===== src/rtl/if_fetch_queue_if.sv =====
// Purpose : bundles the fetch-queue handshake, redirect and inst-SRAM signals.
// Latency : n/a. This file only groups signals.
// Backpr. : ds_allow_in is the ID-side ready. stall gates SRAM issue only.
//
// Ports (master = fetch queue side):
//   stall, br_taken, br_target, inst_sram_rdata, ds_allow_in   -> into the fetch queue
//   inst_sram_en, inst_sram_addr, fs_valid, fs_pc, fs_inst,
//   fs_count                                                    -> out of the fetch queue
interface if_fetch_queue_if #(
    parameter int PC_W   = 32,
    parameter int INST_W = 32,
    parameter int CNT_W  = 3
);
    logic              stall;
    logic              br_taken;
    logic [PC_W-1:0]   br_target;
    logic              inst_sram_en;
    logic [PC_W-1:0]   inst_sram_addr;
    logic [INST_W-1:0] inst_sram_rdata;
    logic              ds_allow_in;
    logic              fs_valid;
    logic [PC_W-1:0]   fs_pc;
    logic [INST_W-1:0] fs_inst;
    logic [CNT_W-1:0]  fs_count;

    modport master (
        input  stall,
        input  br_taken,
        input  br_target,
        input  inst_sram_rdata,
        input  ds_allow_in,
        output inst_sram_en,
        output inst_sram_addr,
        output fs_valid,
        output fs_pc,
        output fs_inst,
        output fs_count
    );

    modport slave (
        output stall,
        output br_taken,
        output br_target,
        output inst_sram_rdata,
        output ds_allow_in,
        input  inst_sram_en,
        input  inst_sram_addr,
        input  fs_valid,
        input  fs_pc,
        input  fs_inst,
        input  fs_count
    );
endinterface


===== src/rtl/if_fetch_queue.sv =====
// Purpose : sequential-PC fetch stage that decouples the inst SRAM from ID through a DEPTH-entry queue.
// Latency : an issue in cycle n is visible at the queue head in cycle n+2 when the queue was empty. Throughput is 1/cycle.
// Backpr. : issue is credit-gated (queued + in-flight <= DEPTH). ID backpressure via ds_allow_in. A redirect flushes everything.
//
// Ports:
//   i_clk    : clock, rising edge
//   i_reset  : asynchronous, active-high. Clears all state and forces inst_sram_en low.
//   fq       : if_fetch_queue_if.master. Carries the stall/redirect inputs, the inst SRAM
//              request/return and the ID-facing head entry plus occupancy.
module if_fetch_queue #(
    parameter int              DEPTH    = 4,
    parameter int              PC_W     = 32,
    parameter int              INST_W   = 32,
    parameter logic [PC_W-1:0] RESET_PC = 32'h1c000000
) (
    input  logic            i_clk,
    input  logic            i_reset,
    if_fetch_queue_if.master fq
);

    localparam int PTR_W = (DEPTH > 1) ? $clog2(DEPTH) : 1;
    localparam int CNT_W = $clog2(DEPTH + 1);

    // ------------------------------------------------------------------
    // State
    // ------------------------------------------------------------------
    logic [PC_W-1:0]   r_fetch_pc;    // next sequential address to request
    logic [PC_W-1:0]   r_issue_pc;    // PC of the read currently in flight
    logic              r_inflight;    // a read was issued last cycle
    logic [CNT_W-1:0]  r_count;
    logic [PTR_W-1:0]  r_rd_ptr;
    logic [PTR_W-1:0]  r_wr_ptr;
    logic [PC_W-1:0]   r_mem_pc   [DEPTH];
    logic [INST_W-1:0] r_mem_inst [DEPTH];

    // ------------------------------------------------------------------
    // Control
    // ------------------------------------------------------------------
    logic [CNT_W:0]    w_used;
    logic              w_has_credit;
    logic              w_issue;
    logic              w_push;
    logic              w_pop;
    logic              w_valid;

    // Queued entries plus the read in flight. Keeping this <= DEPTH means a
    // returning read always has a free slot, so the SRAM never needs a hold.
    assign w_used       = (CNT_W+1)'(r_count) + (CNT_W+1)'(r_inflight);
    assign w_has_credit = w_used < (CNT_W+1)'(DEPTH);

    // Reset is folded in so the request drops the moment reset asserts,
    // instead of waiting for the registered state to settle.
    assign w_issue = !i_reset && !fq.stall && !fq.br_taken && w_has_credit;

    assign w_valid = (r_count != '0);

    // A redirect kills both the returning (wrong-path) data and the head
    // shown this cycle, even if ID was ready to take it.
    assign w_push = r_inflight && !fq.br_taken;
    assign w_pop  = w_valid && fq.ds_allow_in && !fq.br_taken;

    // ------------------------------------------------------------------
    // Fetch PC and in-flight tracking
    // ------------------------------------------------------------------
    always_ff @(posedge i_clk or posedge i_reset) begin
        if (i_reset) begin
            r_fetch_pc <= RESET_PC;
            r_issue_pc <= '0;
            r_inflight <= 1'b0;
        end else if (fq.br_taken) begin
            r_fetch_pc <= fq.br_target;
            r_inflight <= 1'b0;
        end else begin
            r_inflight <= w_issue;
            if (w_issue) begin
                r_issue_pc <= r_fetch_pc;
                r_fetch_pc <= r_fetch_pc + PC_W'(4);
            end
        end
    end

    // ------------------------------------------------------------------
    // Queue pointers and occupancy
    // ------------------------------------------------------------------
    always_ff @(posedge i_clk or posedge i_reset) begin
        if (i_reset) begin
            r_count  <= '0;
            r_rd_ptr <= '0;
            r_wr_ptr <= '0;
        end else if (fq.br_taken) begin
            r_count  <= '0;
            r_rd_ptr <= '0;
            r_wr_ptr <= '0;
        end else begin
            if (w_push) begin
                r_wr_ptr <= (r_wr_ptr == PTR_W'(DEPTH - 1)) ? '0 : r_wr_ptr + PTR_W'(1);
            end
            if (w_pop) begin
                r_rd_ptr <= (r_rd_ptr == PTR_W'(DEPTH - 1)) ? '0 : r_rd_ptr + PTR_W'(1);
            end
            case ({w_push, w_pop})
                2'b10:   r_count <= r_count + CNT_W'(1);
                2'b01:   r_count <= r_count - CNT_W'(1);
                default: r_count <= r_count;
            endcase
        end
    end

    // ------------------------------------------------------------------
    // Storage. Entry contents need no reset because the outputs are
    // masked to zero whenever the queue is empty.
    // ------------------------------------------------------------------
    always_ff @(posedge i_clk) begin
        if (w_push && !i_reset) begin
            r_mem_pc[r_wr_ptr]   <= r_issue_pc;
            r_mem_inst[r_wr_ptr] <= fq.inst_sram_rdata;
        end
    end

    // ------------------------------------------------------------------
    // Outputs
    // ------------------------------------------------------------------
    assign fq.inst_sram_en   = w_issue;
    assign fq.inst_sram_addr = r_fetch_pc;
    assign fq.fs_valid       = w_valid;
    assign fq.fs_pc          = w_valid ? r_mem_pc[r_rd_ptr]   : '0;
    assign fq.fs_inst        = w_valid ? r_mem_inst[r_rd_ptr] : '0;
    assign fq.fs_count       = r_count;

endmodule


===== src/flat_wrapper.sv =====
// flat-port wrapper written by rule: the top's interface ports become plain ports
module if_fetch_queue_flat 
#(
    parameter int              DEPTH    = 4,
    parameter int              PC_W     = 32,
    parameter int              INST_W   = 32,
    parameter logic [PC_W-1:0] RESET_PC = 32'h1c000000
)
  (i_clk, i_reset, fq_stall, fq_br_taken, fq_br_target, fq_inst_sram_rdata, fq_ds_allow_in, fq_inst_sram_en, fq_inst_sram_addr, fq_fs_valid, fq_fs_pc, fq_fs_inst, fq_fs_count);
  if_fetch_queue_if #(.PC_W(PC_W), .INST_W(INST_W), .CNT_W(($clog2(DEPTH + 1)))) fq_i ();
  input  logic i_clk;
  input  logic i_reset;
  input wire logic [$bits(fq_i.stall)-1:0] fq_stall;
  input wire logic [$bits(fq_i.br_taken)-1:0] fq_br_taken;
  input wire logic [$bits(fq_i.br_target)-1:0] fq_br_target;
  input wire logic [$bits(fq_i.inst_sram_rdata)-1:0] fq_inst_sram_rdata;
  input wire logic [$bits(fq_i.ds_allow_in)-1:0] fq_ds_allow_in;
  output wire logic [$bits(fq_i.inst_sram_en)-1:0] fq_inst_sram_en;
  output wire logic [$bits(fq_i.inst_sram_addr)-1:0] fq_inst_sram_addr;
  output wire logic [$bits(fq_i.fs_valid)-1:0] fq_fs_valid;
  output wire logic [$bits(fq_i.fs_pc)-1:0] fq_fs_pc;
  output wire logic [$bits(fq_i.fs_inst)-1:0] fq_fs_inst;
  output wire logic [$bits(fq_i.fs_count)-1:0] fq_fs_count;
  assign fq_i.stall = fq_stall;
  assign fq_i.br_taken = fq_br_taken;
  assign fq_i.br_target = fq_br_target;
  assign fq_i.inst_sram_rdata = fq_inst_sram_rdata;
  assign fq_i.ds_allow_in = fq_ds_allow_in;
  assign fq_inst_sram_en = fq_i.inst_sram_en;
  assign fq_inst_sram_addr = fq_i.inst_sram_addr;
  assign fq_fs_valid = fq_i.fs_valid;
  assign fq_fs_pc = fq_i.fs_pc;
  assign fq_fs_inst = fq_i.fs_inst;
  assign fq_fs_count = fq_i.fs_count;
  if_fetch_queue #(.DEPTH(DEPTH), .PC_W(PC_W), .INST_W(INST_W), .RESET_PC(RESET_PC)) u_core (.i_clk(i_clk), .i_reset(i_reset), .fq(fq_i));
endmodule

===== config.mk =====
export PLATFORM = sky130hd
export DESIGN_NAME = if_fetch_queue_flat
export DESIGN_NICKNAME = d
export VERILOG_FILES = /design/src/rtl/if_fetch_queue_if.sv /design/src/rtl/if_fetch_queue.sv /design/src/flat_wrapper.sv
export SDC_FILE = /design/constraint.sdc
export NUM_CORES = 1
export LEC_CHECK = 0
export CAP_MARGIN = 30
export CORE_MARGIN = 5
export CORE_UTILIZATION = 59
export DETAILED_ROUTE_END_ITERATION = 16
export PLACE_DENSITY = 0.84
export SYNTH_ARGS = -nofsm -noshare
export SYNTH_HDL_FRONTEND = slang
export SYNTH_SLANG_ARGS = --single-unit

===== constraint.sdc =====
create_clock -name i_clk -period 7.8 [get_ports i_clk]
set_input_delay 1.56 -clock i_clk [delete_from_list [all_inputs] [get_ports i_clk]]
set_output_delay 1.56 -clock i_clk [all_outputs]
set_load 0.02 [all_outputs]

==> results.py, run 1 <==
metrics = {
    "timing": {
        "max_slew_margin_pct": 33.23,
        "min_period_over_period_pct": 64.36,
        "rsz0062_at_grt": "false",
        "finalClockSkew_ns": 0.01513,
        "period_needed_ns": 5.020,
        "hold_viol": 0,
        "worstMarginPinSlew_ns": 0.9978,
        "setup_viol": 0,
        "clock.fmax_mhz": 199.2,
        "drv_slew": 0,
        "fin_ws_ns": 2.780,
        "setup_tns_ns": 0,
    },
    "yosys": {
        "postSynthCellCount": 805,
        "synth.distinct_cells": 51,
        "ys.flop_type": "edfxtp_1",
        "synth_edf_count": 256,
        "avgSynthCellArea_um2": 16.35,
        "yosysTopAreaCell": "edfxtp_1",
        "synth_nets": 881,
        "synth_top_area_share_pct": 58.40,
        "seq_area_frac_synth_pct": 72.11,
        "yosysWarnings": 0,
        "ys_ff_latch": 328,
        "syn_area_mm2": 0.01316,
        "synth-async-reset-ratio_pct": 21.95,
        "synth_area_leaders": "edfxtp_1 58%, dfrtp_1 13%, mux4_2 11%",
    },
    "routing": {
        "num_vias": 7577,
        "vias_per_cell": 5.915,
        "routedWlPerCell_um": 21.57,
        "ant_nets": 0,
        "drt-total-wl_um": 27630,
        "first_iter_violations": 713,
        "drt_pre_antenna_iters": 5,
        "drc_errors": 0,
    },
    "finish": {
        "synthToLayoutAreaGrowth_pct": 23.04,
        "final_util_pct": 73.99,
        "nets": 1053,
        "n_antenna_cell": 0,
        "drive_gt1_share_pct": 14.49,
    },
    "die": {
        "core-area_mm2": 0.02189,
        "die_area_mm2": 0.02540,
        "dieWidth_um": 159.4,
        "ios": 170,
        "initial_utilization_pct": 60.13,
        "die_y_um": 159.4,
        "rows": 54,
    },
    "clocking": {
        "cts_root_buf": "clkbuf_16",
        "holdBufCountCts": 0,
        "path_clk_slew_ns": 0.06,
        "cts_tree": "done",
        "cts.sinks": 328,
        "clockBufferDepth": 3,
        "postCtsResizedCells": 0,
        "clk_latency_ns": 0.54,
        "cts-buffers-inserted": 31,
        "h-tree-depth": 1,
        "post-cts-setup-buffers": 0,
    },
    "global_routing": {
        "grt_pass1_wl_um": 44010,
        "first_global_vias": 7904,
        "antenna_found_initial": 0,
        "track_usage_pct": 21.61,
        "grt_overflow": 0,
        "grt_max_degree": 73,
    },
    "setup_path": {
        "arrival_ns": 3.46,
        "required_ns": 6.24,
        "cp_cell_sequence": "buf_4, mux4_2, and2_1, clkdlybuf4s50_1",
        "critPathKind": "reg2out",
        "slowest_delay_ns": 0.98,
        "cp_max_fo": 40,
        "critPathLaunchType": "flip-flop",
        "worst_path_max_delay_cell": "dfrtp_4",
        "endpoint_kind": "primary output",
    },
    "power_and_ir_drop": {
        "total_leakage_power_nw": 5.690,
        "power.density_mw_per_mm2": 303.9,
        "ir_drop_v": 0.0001568,
    },
    "run": {
        "drv_cap": 0,
    },
    "place": {
        "gp_congestion": 0.8470,
        "portBuffers": 169,
        "dp_slack_ns": 2.847,
        "dp_hpwl_um": 16280,
    },
    "hold_path": {
        "hold_class": "reg2reg",
    },
    "status": {
        "outcome": "complete, no violations",
    },
}
critical path: cells and delay by family, from the launching register on:
kind,cells,cell delay (ns)
flops,1,0.98
mux,1,0.58
simple gates,1,0.17
buf+inv,2,1.18
state kept, by name, summed over array words and instances (netlist names):
register,cells
u_core.r_inflight,1
u_core.r_mem_pc,128
u_core.r_rd_ptr,2
u_core.fq.inst_sram_addr,32
u_core.fq.fs_count,3
u_core.r_wr_ptr,2
u_core.r_issue_pc,32
u_core.r_mem_inst,128
cells in the final DEF, fill, tap and decap left out, types with 3 or more instances in the layout:
cell type and instances:
edfxtp_1 256, clkdlybuf4s50_1 168, nand2_1 127, dfrtp_1 67, and2_1 66, mux4_2 64, clkbuf_16 31, o21ai_0 25
nand3_1 23, nor2_1 19, inv_1 12, nor3_1 8, a21oi_1 8, o211ai_1 8, o311ai_0 7, clkinv_2 7
clkbuf_1 7, ha_1 6, buf_4 6, or4_1 5, nand4_1 5, a31oi_1 5, and3_1 4, mux2i_1 4
and3_4 4, clkbuf_8 4, a31o_2 3, clkinv_1 3, or3_1 3, bufinv_16 3, dfstp_2 3
metal layers:
| metal | part of all wire [%] | track usage, % | up-vias |
|---|---|---|---|
| met3 | 7.4 | 4.530 | 41 |
| met1 | 41 | 30.63 | 3795 |
| met2 | 50 | 35.50 | 338 |
| met5 | 0 | 0 | - |
| li1 | - | - | 3403 |
| met4 | 1.7 | 4.575 | 0 |
area by class of cell:
type	count	area (µm²)
inverters	15	61.31
fillers	1362	5694
repair buffers	179	1827
well taps	280	350.3
clock inverters	15	152.6
flip-flops and latches	328	9498
clock buffers	42	857.1
multi-input cells	422	3451
cells in the mapped netlist, types with 3 or more instances:
cell type	instances
edfxtp_1	256
nand2_1	127
dfrtp_1	69
and2_1	66
mux4_2	64
clkbuf_1	27
o21ai_0	25
nand3_1	23
nor2_1	19
inv_1	13
buf_2	9
a21oi_1	8
and3_1	8
nor3_1	8
o211ai_1	8
o311ai_0	7
ha_1	6
a31oi_1	5
nand4_1	5
or4_1	5
mux2i_1	4
or3_1	4
dfstp_2	3
power by group:
group          switching, W  leakage (nW)  internal [W]
clock network      0.000609         0.492      0.000865
logic              0.000609          1.99      0.000620
registers          0.000174          3.21       0.00205
through the flow:
stage / area (µm²) / instances / hold slack, ns / total power (W)
3_5_place_dp: 15120 / 1221 / 0.4915 / 0.003501
5_1_grt: 16200 / 1281 / 0.5426 / 0.005139
2_1_floorplan: 13160 / 805 / 0.4758 / 0.002930
6_report: 16200 / 1281 / 0.5080 / 0.004923
3_3_place_gp: 15090 / 1220 / 0.4942 / 0.003469
4_1_cts: 16130 / 1278 / 0.5056 / 0.004970
path summary, 6_finish.rpt:
kind	from	endpoint	slack (ns)	depth (start not counted)
min in group asynchronous	i_reset	u_core.fq.inst_sram_addr[30]	1.67	3
max in group asynchronous	i_reset	u_core.r_rd_ptr[0]	5.44	3
hold reg to reg	u_core.fq.inst_sram_addr[1]	u_core.r_issue_pc[1]	0.51	2
setup / recovery	u_core.r_rd_ptr[0]	fq_fs_pc[2]	2.78	4
setup reg to reg	u_core.r_inflight	u_core.fq.inst_sram_addr[10]	4.45	6
hold / removal	u_core.fq.inst_sram_addr[1]	u_core.r_issue_pc[1]	0.51	2
cell families (layout without fill, tap and decap cells):
group | Yosys count | count (layout) | share of synthesized area [%]
flip-flops | 328 | 328 | 72.11
AO/OA/AOI/OAI | 66 | 66 | 3.270
multiplexers | 70 | 70 | 11.42
AND/OR/NAND/NOR | 275 | 275 | 10.37
XOR/XNOR | 4 | 4 | 0.2662
buffers and inverters | 55 | 251 | 1.834
adder cells (fa/ha/maj) | 7 | 7 | 0.7224
Note: power is estimated with default switching activity, not from simulation.
==> run 2: changes to the inputs <==
CORE_UTILIZATION = 50   (was 59)
PLACE_DENSITY = 0.76   (was 0.84)
clock period = 4.6 ns   (was 7.8 ns; I/O delays follow)
==> results.py, run 2 (same netlist as run 1, synthesis figures left out) <==
metrics = {
    "place": {
        "portBuffers": 169,
        "dp_hpwl_um": 17080,
        "gp_congestion": 0.8528,
    },
    "timing": {
        "hold_viol": 0,
        "worstMarginPinSlew_ns": 0.9919,
        "drv_slew": 0,
        "setup_viol": 0,
        "min_period_over_period_pct": 84.39,
        "rsz0062_at_grt": "false",
        "finalClockSkew_ns": 0.01745,
        "clock.fmax_mhz": 257.6,
        "period_needed_ns": 3.882,
        "hold_ws_ns": 0.5197,
        "setup_tns_ns": 0,
        "max_slew_margin_pct": 33.87,
    },
    "setup_path": {
        "arrival_ns": 2.96,
        "critPathBufInv": 2,
        "endpoint_kind": "primary output",
        "slowest_delay_ns": 0.78,
        "cp_cell_sequence": "buf_4, mux4_2, and2_1, clkdlybuf4s50_1",
        "r2r-start": "u_core.fq.fs_count[2]",
        "critPathKind": "reg2out",
        "cp_max_fo": 27,
        "reg2reg_slack_ns": 1.96,
        "crit_family": "buffers and inverters",
        "r2r_cells": 8,
        "rr_endpoint": "u_core.fq.inst_sram_addr[5]",
        "worst_path_max_delay_cell": "dfrtp_4",
        "required_ns": 3.68,
        "critPathLaunchType": "flip-flop",
    },
    "routing": {
        "vias_per_cell": 5.615,
        "first_iter_violations": 587,
        "drt-total-wl_um": 27960,
        "routedWlPerCell_um": 20.79,
        "ant_nets": 0,
        "drc_errors": 0,
        "drt_pre_antenna_iters": 7,
        "num_vias": 7552,
    },
    "power_and_ir_drop": {
        "ir_drop_v": 0.0004340,
        "power.density_mw_per_mm2": 527.5,
        "total_leakage_power_nw": 5.771,
    },
    "clocking": {
        "path_clk_slew_ns": 0.06,
        "holdBufCountCts": 0,
        "clockBufferDepth": 3,
        "clk_latency_ns": 0.50,
        "cts-buffers-inserted": 35,
        "cts_root_buf": "clkbuf_16",
        "post-cts-setup-buffers": 0,
        "cts.sinks": 328,
        "cts_tree": "done",
        "postCtsResizedCells": 0,
        "h-tree-depth": 2,
    },
    "run": {
        "drv_cap": 0,
    },
    "hold_path": {
        "min_from": "u_core.r_issue_pc[25]",
        "min_to": "u_core.r_mem_pc[0][25]",
        "hold_depth": 0,
        "hold_class": "reg2reg",
    },
    "global_routing": {
        "grt_pass1_wl_um": 43940,
        "antenna_found_initial": 0,
        "grt_max_degree": 67,
        "grt_overflow": 0,
        "track_usage_pct": 19.21,
        "first_global_vias": 7890,
    },
    "die": {
        "die_area_mm2": 0.02967,
        "core-area_mm2": 0.02598,
        "rows": 59,
        "die_y_um": 172.3,
        "dieWidth_um": 172.3,
        "ios": 170,
        "initial_utilization_pct": 50.66,
    },
    "finish": {
        "n_antenna_cell": 0,
        "drive_gt1_share_pct": 14.65,
        "final_cell_mix": "256 x edfxtp_1, 169 x clkdlybuf4s50_1, 127 x nand2_1",
        "synthToLayoutAreaGrowth_pct": 24.75,
        "nets": 1064,
        "largestRegisters": "u_core.r_mem_inst x128, u_core.r_mem_pc x128",
        "final_common_cell": "edfxtp_1",
        "nFillCells": 1833,
    },
    "status": {
        "outcome": "complete, no violations",
    },
}
==> run 2: cell types whose count changed in the layout (fill, tap and decap cells not counted), moves of 3 or more <==
cell,previous run,this run
clkinv_2,7,1
clkbuf_16,31,35
buf_4,6,13
clkinv_1,3,6
clkbuf_8,4,0
==> run 2: area by class of cell <==
type | count | area [µm²] | share of cell area, %
Clock buffer | 44 | 909.6 | 5.539
Clock inverter | 15 | 211.5 | 1.288
Inverter | 15 | 61.31 | 0.3733
Multi-Input combinational cell | 422 | 3451 | 21.01
Sequential cell | 328 | 9500 | 57.85
Tap cell | 335 | 419.2 | 2.552
Timing Repair Buffer | 186 | 1869 | 11.38
==> run 2: per-layer routing <==
metal  global-route usage (%)  vias up  wire length [µm]
met3                    4.755       39              2193
met2                    30.57      268             13320
met1                    27.44     3813             11980
li1                         -     3432                 -
met5                        0        -                 0
met4                    4.238        0               461
==> run 2: worst max path at each step <==
stage,depth (start not counted),start,end
4_1_cts,4,u_core.r_rd_ptr[0],fq_fs_inst[14]
2_1_floorplan,3,fq_br_taken,u_core.r_mem_inst[0][0]
6_report,4,u_core.r_rd_ptr[0],fq_fs_inst[14]
3_5_place_dp,8,i_reset,u_core.fq.inst_sram_addr[7]
3_3_place_gp,8,i_reset,u_core.fq.inst_sram_addr[10]
5_1_grt,4,u_core.r_rd_ptr[0],fq_fs_inst[21]
==> run 2: through the flow <==
step | power [W] | std cells | cell area, µm² | util, % | worst slack [ns]
floorplan | 0.004968 | 805 | 13160 | - | 1.318
detailed placement | 0.005968 | 1284 | 15270 | 58.78 | 0.6280
global placement | 0.005929 | 1284 | 15270 | 58.78 | 0.8275
CTS | 0.008736 | 1343 | 16390 | 63.09 | 0.6345
finish | 0.008663 | 1345 | 16420 | 63.20 | 0.7181
global route | 0.009087 | 1345 | 16420 | 63.20 | 0.5379
==> run 2: report_power, final <==
part           internal (W)  switching [W]  leakage, nW
Combinational       0.00109        0.00106         2.02
Clock               0.00168        0.00107        0.543
Sequential          0.00347       0.000285         3.21
Total               0.00625        0.00241         5.77
==> run 3: changes to the inputs <==
CORE_UTILIZATION = 55   (was 50)
PLACE_DENSITY = 0.79   (was 0.76)
clock period = 3.65 ns   (was 4.6 ns; I/O delays follow)
==> results.py, run 3 (same netlist as run 1, synthesis figures left out) <==
metrics = {
    "routing": {
        "vias_per_cell": 5.739,
        "routedWlPerCell_um": 20.70,
        "ant_nets": 0,
        "drt-total-wl_um": 27590,
        "first_iter_violations": 650,
        "drt_pre_antenna_iters": 5,
        "num_vias": 7650,
        "drc_errors": 0,
    },
    "die": {
        "core-area_mm2": 0.02354,
        "ios": 170,
        "die_area_mm2": 0.02713,
        "rows": 56,
        "dieWidth_um": 164.7,
        "initial_utilization_pct": 55.92,
        "die_y_um": 164.7,
    },
    "setup_path": {
        "critPathLaunchType": "flip-flop",
        "endpoint_kind": "primary output",
        "cp_max_fo": 20,
        "arrival_ns": 2.68,
        "required_ns": 2.92,
        "critPathKind": "reg2out",
    },
    "place": {
        "portBuffers": 169,
        "dp_hpwl_um": 17420,
        "post_dp_cell_area_mm2": 0.01535,
        "gp_congestion": 0.8523,
    },
    "clocking": {
        "cts_root_buf": "clkbuf_16",
        "post-cts-setup-buffers": 0,
        "cts_tree": "done",
        "holdBufCountCts": 0,
        "postCtsResizedCells": 0,
        "cts-buffers-inserted": 31,
        "clk_latency_ns": 0.54,
        "cts.sinks": 328,
        "h-tree-depth": 1,
        "path_clk_slew_ns": 0.06,
        "clockBufferDepth": 3,
    },
    "timing": {
        "clock.fmax_mhz": 293.6,
        "finalClockSkew_ns": 0.01005,
        "setup_viol": 0,
        "period_needed_ns": 3.406,
        "rsz0062_at_grt": "false",
        "max_slew_margin_pct": 52.20,
        "hold_viol": 0,
        "worstMarginPinSlew_ns": 0.7162,
        "drv_slew": 0,
        "min_period_over_period_pct": 93.32,
    },
    "power_and_ir_drop": {
        "power.density_mw_per_mm2": 643.5,
        "switchingPower_w": 0.002974,
        "switching_share_pct": 28.24,
        "p_int_w": 0.007558,
        "pwr-share-comb_pct": 26.1,
        "clkPwrFrac_pct": 29.5,
        "sequentialPowerShare_pct": 44.4,
        "ir_drop_v": 0.0003272,
        "total_leakage_power_nw": 5.766,
    },
    "run": {
        "drv_cap": 0,
    },
    "global_routing": {
        "grt_overflow": 0,
        "grt_pass1_wl_um": 44110,
        "grt_use_met3_pct": 4.093,
        "grt_use_met2_pct": 33.67,
        "first_global_vias": 7886,
        "track_usage_pct": 20.88,
        "grt_busiest_layer": "met2",
        "antenna_found_initial": 3,
        "grt_util_met1_pct": 30.26,
        "grt_max_degree": 68,
    },
    "finish": {
        "fin_area_mm2": 0.01637,
        "synthToLayoutAreaGrowth_pct": 24.34,
        "final_util_pct": 69.53,
        "nets": 1065,
        "final_common_cell": "edfxtp_1",
        "n_antenna_cell": 0,
        "final_cell_mix": "256 x edfxtp_1, 168 x clkdlybuf4s50_1, 127 x nand2_1",
        "drive_gt1_share_pct": 15.68,
        "largestRegisters": "u_core.r_mem_inst x128, u_core.r_mem_pc x128",
    },
    "hold_path": {
        "hold_class": "reg2reg",
    },
    "status": {
        "outcome": "complete, no violations",
    },
}
[run 3: worst paths after layout]
check / from / to / slack (ns) / cells past startpoint
worst min register to register: u_core.fq.inst_sram_addr[0] / u_core.r_issue_pc[0] / 0.51 / 2
worst max register to register: u_core.r_inflight / u_core.fq.inst_sram_addr[7] / 0.71 / 7
max in group asynchronous: i_reset / u_core.fq.inst_sram_addr[27] / 2.13 / 3
worst min-delay path: u_core.fq.inst_sram_addr[0] / u_core.r_issue_pc[0] / 0.51 / 2
min in group asynchronous: i_reset / u_core.fq.inst_sram_addr[31] / 0.66 / 2
worst max-delay path: u_core.r_rd_ptr[0] / fq_fs_pc[13] / 0.24 / 4
[run 3: metal layers]
metal	wire length, µm	part of all wire, %	up-vias
met5	54	0.20	-
met4	454	1.6	6
met3	1933	7.0	45
met2	13510	49	304
met1	11630	42	3853
li1	-	-	3442
[run 3: layout make-up]
type	count	area [µm²]
Clock inverter	16	137.6
Timing Repair Buffer	191	1951
Fill cell	1575	7174
Multi-Input combinational cell	422	3451
Tap cell	319	399.1
Clock buffer	42	867.1
Inverter	15	62.56
Sequential cell	328	9500
[run 3: power by group through the flow]
| stage | Clock, W | Sequential [W] | Combinational, W |
|---|---|---|---|
| after detailed placement | 0 | 0.00477 | 0.00275 |
| after floorplan | 0 | 0.00467 | 0.00159 |
| after CTS | 0.00316 | 0.00470 | 0.00277 |
| after global placement | 0 | 0.00475 | 0.00272 |
| final | 0.00310 | 0.00468 | 0.00275 |
| after global routing | 0.00334 | 0.00472 | 0.00298 |
[run 3: through the flow]
stage	instances	hold WS [ns]	setup slack, ns	total power [W]	setup TNS, ns
2_1_floorplan	805	0.4758	0.5578	0.006261	0
3_5_place_dp	1274	0.4988	0.1119	0.007526	0
5_1_grt	1333	0.5340	0.09606	0.01104	0
3_3_place_gp	1273	0.4822	-0.06369	0.007476	-0.4575
6_report	1333	0.5078	0.2440	0.01053	0
4_1_cts	1332	0.5135	0.02887	0.01063	0
[run 3: worst max-delay path: stages (launching register included)]
cell and delay [ns]:
dfrtp_4 0.59, buf_12 0.25, mux4_2 0.52, and2_1 0.22, clkdlybuf4s50_1 0.56
